$ cat src/rtl/apb_cmd_master.sv
// apb_cmd_master: buffers valid/ready commands in a small FIFO and replays them as APB transfers.
// Latency: push at edge N -> SETUP after N+1 -> ACCESS after N+2 -> read capture at N+1+ACCESS_CYCLES+1.
// Backpressure: cmd_ready = !full (registered count); a full FIFO refuses a push even when it pops on the same edge.
//
// Ports:
//   PCLK, PRESETn                        clock (rising edge), async active-low reset
//   cmd_valid/cmd_ready                  command handshake; cmd_write/cmd_addr/cmd_wdata payload
//   rsp_valid/rsp_rdata                  one-cycle read-completion pulse, data held until next read
//   busy                                 FIFO non-empty or a transfer in flight
//   PADDR/PSELx/PENABLE/PWRITE/PWDATA    APB request; PRDATA APB read data
//
// Optional feature: define APB_CMD_MASTER_BACK2BACK_EN to chain queued transfers
// ACCESS -> SETUP without an intervening IDLE cycle.
// ADDR_W/DATA_W default to `addrWidth/`dataWidth (normally from macros.vh);
// fallbacks are provided when those are not defined.

`ifndef addrWidth
`define addrWidth 32
`endif
`ifndef dataWidth
`define dataWidth 32
`endif

module apb_cmd_master #(
  parameter int ADDR_W        = `addrWidth,
  parameter int DATA_W        = `dataWidth,
  parameter int FIFO_DEPTH    = 4,
  parameter int ACCESS_CYCLES = 1
) (
  input  logic              PCLK,
  input  logic              PRESETn,
  input  logic              cmd_valid,
  output logic              cmd_ready,
  input  logic              cmd_write,
  input  logic [ADDR_W-1:0] cmd_addr,
  input  logic [DATA_W-1:0] cmd_wdata,
  output logic              rsp_valid,
  output logic [DATA_W-1:0] rsp_rdata,
  output logic              busy,
  output logic [ADDR_W-1:0] PADDR,
  output logic              PSELx,
  output logic              PENABLE,
  output logic              PWRITE,
  output logic [DATA_W-1:0] PWDATA,
  input  logic [DATA_W-1:0] PRDATA
);

  localparam int PTR_W = $clog2(FIFO_DEPTH);
  localparam int ENT_W = 1 + ADDR_W + DATA_W;

  localparam logic [1:0] IDLE   = 2'd0;
  localparam logic [1:0] SETUP  = 2'd1;
  localparam logic [1:0] ACCESS = 2'd2;

  // Command FIFO: entry layout {write, addr, wdata}
  logic [ENT_W-1:0] fifo_mem [FIFO_DEPTH];
  logic [PTR_W-1:0] wr_ptr;
  logic [PTR_W-1:0] rd_ptr;
  logic [PTR_W:0]   count;
  logic             full;
  logic             empty;
  logic             push;
  logic             pop;

  logic [1:0]       state;
  logic [3:0]       acc_cnt;
  logic             last_access;

  logic [ENT_W-1:0]  head;
  logic              head_write;
  logic [ADDR_W-1:0] head_addr;
  logic [DATA_W-1:0] head_wdata;

  assign full  = (count == (PTR_W+1)'(FIFO_DEPTH));
  assign empty = (count == '0);
  assign push  = cmd_valid && !full;

  assign last_access = (state == ACCESS) && (acc_cnt == 4'd0);

`ifdef APB_CMD_MASTER_BACK2BACK_EN
  // Final ACCESS edge may pop the next command straight into SETUP.
  assign pop = !empty && ((state == IDLE) || last_access);
`else
  assign pop = !empty && (state == IDLE);
`endif

  assign head       = fifo_mem[rd_ptr];
  assign head_write = head[ENT_W-1];
  assign head_addr  = head[ENT_W-2 -: ADDR_W];
  assign head_wdata = head[DATA_W-1:0];

  // Storage is not reset: stale entries are unreachable once the pointers clear.
  always_ff @(posedge PCLK) begin
    if (push) begin
      fifo_mem[wr_ptr] <= {cmd_write, cmd_addr, cmd_wdata};
    end
  end

  always_ff @(posedge PCLK or negedge PRESETn) begin
    if (!PRESETn) begin
      wr_ptr <= '0;
      rd_ptr <= '0;
      count  <= '0;
    end else begin
      if (push) wr_ptr <= wr_ptr + 1'b1;
      if (pop)  rd_ptr <= rd_ptr + 1'b1;
      case ({push, pop})
        2'b10:   count <= count + 1'b1;
        2'b01:   count <= count - 1'b1;
        default: count <= count;
      endcase
    end
  end

  always_ff @(posedge PCLK or negedge PRESETn) begin
    if (!PRESETn) begin
      state     <= IDLE;
      acc_cnt   <= 4'd0;
      PADDR     <= '0;
      PWRITE    <= 1'b0;
      PWDATA    <= '0;
      rsp_valid <= 1'b0;
      rsp_rdata <= '0;
    end else begin
      rsp_valid <= 1'b0;

      // Request fields only move when a command enters SETUP.
      if (pop) begin
        PADDR  <= head_addr;
        PWRITE <= head_write;
        PWDATA <= head_write ? head_wdata : '0;
      end

      case (state)
        IDLE: begin
          if (pop) state <= SETUP;
        end
        SETUP: begin
          state   <= ACCESS;
          acc_cnt <= 4'(ACCESS_CYCLES - 1);
        end
        ACCESS: begin
          if (acc_cnt == 4'd0) begin
            if (!PWRITE) begin
              rsp_rdata <= PRDATA;
              rsp_valid <= 1'b1;
            end
            // pop is only true here when back-to-back chaining is built in.
            state <= pop ? SETUP : IDLE;
          end else begin
            acc_cnt <= acc_cnt - 1'b1;
          end
        end
        default: state <= IDLE;
      endcase
    end
  end

  // Decoded straight from state so reset drops them asynchronously.
  assign PSELx     = (state != IDLE);
  assign PENABLE   = (state == ACCESS);
  assign busy      = !empty || (state != IDLE);
  assign cmd_ready = !full;

endmodule

$ cat config.mk
export PLATFORM = sky130hd
export DESIGN_NAME = apb_cmd_master
export DESIGN_NICKNAME = d
export VERILOG_FILES = /design/src/rtl/apb_cmd_master.sv
export SDC_FILE = /design/constraint.sdc
export NUM_CORES = 1
export LEC_CHECK = 0
export ABC_AREA = 1
export BUFFER_PORTS_ARGS = -buffer_cell sky130_fd_sc_hd__buf_2
export CAP_MARGIN = 20
export CORE_MARGIN = 2
export CORE_UTILIZATION = 57
export DETAILED_ROUTE_END_ITERATION = 12
export MAX_ROUTING_LAYER = met4
export PLACE_DENSITY = 0.79
export SYNTH_ARGS = -nofsm -noshare
export SYNTH_HDL_FRONTEND = slang
export SYNTH_SLANG_ARGS = --single-unit
export TNS_END_PERCENT = 20
$ cat constraint.sdc
create_clock -name PCLK -period 5.55 [get_ports PCLK]
set_clock_uncertainty 0.15 [all_clocks]
set_input_delay 1.11 -clock PCLK [delete_from_list [all_inputs] [get_ports PCLK]]
set_output_delay 1.11 -clock PCLK [all_outputs]
set_load 0.01 [all_outputs]
==> results.cfg <==
[sta]
timing.fmax_mhz = 351.4
period_share_pct = 51.27
relSlewSlack_pct = 32.89
fin_crit_ps = 2846
slew_viol_final = 0
rsz0062_at_grt = no
setup_tns_ps = 0
tightestPinTransition_ps = 1004
setup_viol = 0
hold_viol_final = 0

[cts]
insertion_delay_ps = 510
cts.repair.resized = 0
cts_sinks = 371
cts_tree = yes
h-tree-depth = 2
cts_buffer_depth = 3
clk_pin_slew_ps = 60
cts_root_buffer = clkbuf_16
cts_buffers = 36
holdBufCountCts = 0
post-cts-setup-buffers = 0

[drt]
wl_met2_mm = 15.17
met1_length_mm = 13.39
drtIter0Drc = 932
drc = 0
firstDrtPassIters = 5
viasPerCell = 5.111
vias = 9905
wl_per_cell_um = 16.12
ant_nets = 0
routed.top_layer = met4
drt-total-wl_mm = 31.24
wl_met3_mm = 1.940

[power]
power_switching_mw = 3.597
swShare_pct = 36.05
comb_power_share_pct = 33.0
internal_power_mw = 6.380
clkPwrFrac_pct = 26.0
p_leak_nw = 8.074
powerDensity_nw_per_um2 = 570.5
power.share.sequential_pct = 41.0
power_mw = 9.976
ir_drop_v = 0.0006328

[place]
routabilityCongestion = 0.7769
io_buffers = 201
place_area_um2 = 16200
post-dp-hpwl_mm = 18.20
dp_cells = 1866

[min_path]
hold_path_class = primary input to async pin

[die]
coreArea_um2 = 25910
dieArea_um2 = 27590
rows = 59
start_util_pct = 57.81
io_pins = 202
die_h_um = 166.1
die_w_um = 166.1

[global_routing]
grt_pass1_vias = 9793
grt_pass1_wl_mm = 50.18
grt.overflow.total = 0
track_usage_pct = 23.42
antenna_found_initial = 4
grt_max_degree = 87

[worst_setup_path]
cp_top_family = buffers and inverters
cp_cell_sequence = inv_4 > buf_4 > o21ai_0 > nand2_1 > nand2_1 > nand2_1
cp-end-kind = flop
path_max_fanout = 86
required_ps = 5850
critPathMostFrequentCell = nand2_1
cp.buffers_inverters = 2
crit_cells = 6
start_kind = flop
reg2regPathDepth = 6
cp.arrival_ps = 3150
critPathSlowestCell = buf_4
critical_path_class = flop to flop
cp-startpoint = rd_ptr[0]$_DFFE_PN0P_
crit_path_max_incr_delay_ps = 770
regToRegStartpoint = rd_ptr[0]$_DFFE_PN0P_

[final_layout]
areaGrowthSynthToFinish_pct = 16.74
drive_gt1_share_pct = 19.22
final_cell_area_um2 = 17490
final_cells = 1938
num-nets-final = 1677

[logic_synthesis]
synth-xor-area-share_pct = 0.2923
synth_top_family_by_area = simple AND/OR/NAND/NOR gates
ys_types = 26
synth_area_um2 = 14980
synth.avg_cell_area_um2 = 10.84
synth_seq_area_share_pct = 70.66
synth_compound_gate_area_share_pct = 2.456
synthAdderAreaFrac_pct = 0.7183
synthCells = 1382
yosysWarnings = 0
muxShareOfSynthArea_pct = 0.07518
syn_nets = 1490
ys_ff_latch = 371
yosys.area_share.simple_pct = 19.47

[run]
drv_cap = 0

[status]
outcome = completed
cell usage in the layout, fill, tap and decap left out, types with 3 or more instances in the layout:
cell type / synthesis / routed
clkbuf_8: 0 / 4
nand3_2: 23 / 23
nand3_1: 82 / 82
buf_2: 40 / 200
o21ai_1: 17 / 17
nor2_4: 0 / 4
edfxtp_1: 260 / 260
dfrtp_1: 111 / 109
o21ai_0: 52 / 52
ha_1: 7 / 7
nand2_1: 462 / 462
inv_1: 148 / 148
diode_2: 0 / 6
clkbuf_16: 0 / 38
xor2_1: 3 / 3
bufinv_16: 0 / 6
buf_4: 9 / 13
clkbuf_1: 12 / 11
nor2_1: 133 / 129
nor2_2: 3 / 3
worst paths after layout:
check	endpoint	slack, ps
setup / recovery	PADDR[4]$_DFFE_PN0P_	2700
hold / removal	PWDATA[13]$_DFFE_PN0P_	250
setup reg to reg	PADDR[4]$_DFFE_PN0P_	2700
hold reg to reg	PWDATA[14]$_DFFE_PN0P_	330
max in group asynchronous	rd_ptr[1]$_DFFE_PN0P_	3860
min in group PCLK	PWDATA[14]$_DFFE_PN0P_	330
state kept, by name (all words and copies together), names as in the netlist:
register	count
PADDR	32
PWDATA	32
PWRITE	1
acc_cnt	4
count	3
fifo_mem	260
rd_ptr	2
rsp_rdata	32
rsp_valid	1
state	2
wr_ptr	2
layout make-up:
class / count / area (µm²)
sequential: 371 / 10590
fill: 1843 / 8424
multi-input combinational: 793 / 3477
timing repair buffer: 215 / 1139
clock buffer: 53 / 1047
inverter: 152 / 574.3
tap: 335 / 419.2
clock inverter: 13 / 225.2
antenna: 6 / 15.01
stage by stage:
| stage | hold slack [ps] | setup slack, ps | utilization (%) |
|---|---|---|---|
| after CTS | 248.6 | 2742 | 67.43 |
| after floorplan | 312.0 | 901.2 | - |
| after global routing | 247.7 | 2523 | 67.47 |
| final | 250.3 | 2704 | 67.49 |
| after global placement | 306.4 | 2293 | 62.52 |
| after detailed placement | 309.3 | 2262 | 62.52 |
power by group through the flow:
stage	combinational, mW	sequential, mW	clock (mW)
global placement	3.18	4.11	0
global route	3.72	4.17	2.73
CTS	3.33	4.10	2.61
floorplan	2.22	4.23	0
finish	3.29	4.09	2.59
detailed placement	3.29	4.14	0
cell usage after synthesis (all sizes together):
cell	n	area share (%)
xnor2	2	0.12
o22ai	2	0.084
fa	1	0.13
inv	152	3.8
o21ai	69	2.3
edfxtp	260	52
xor2	3	0.18
nand3	105	4.3
buf	54	2.2
clkbuf	12	0.30
nand2	464	12
ha	7	0.58
mux2	1	0.075
dfrtp	111	19
nor2	136	3.5
a21oi	2	0.067
nand4	1	0.042
metal layers:
layer / global-route usage [%] / vias up
met5: - / -
met4: 7.183 / 0
met3: 4.028 / 57
met2: 37.62 / 366
met1: 31.05 / 4667
li1: - / 4815
kinds of logic after synthesis:
logic type	after synthesis
flops	371
mux	1
fa+ha+maj	8
xor+xnor	5
simple gates	706
buf+inv	218
compound gates	73
No activity file was read; power rests on OpenSTA's default activity.
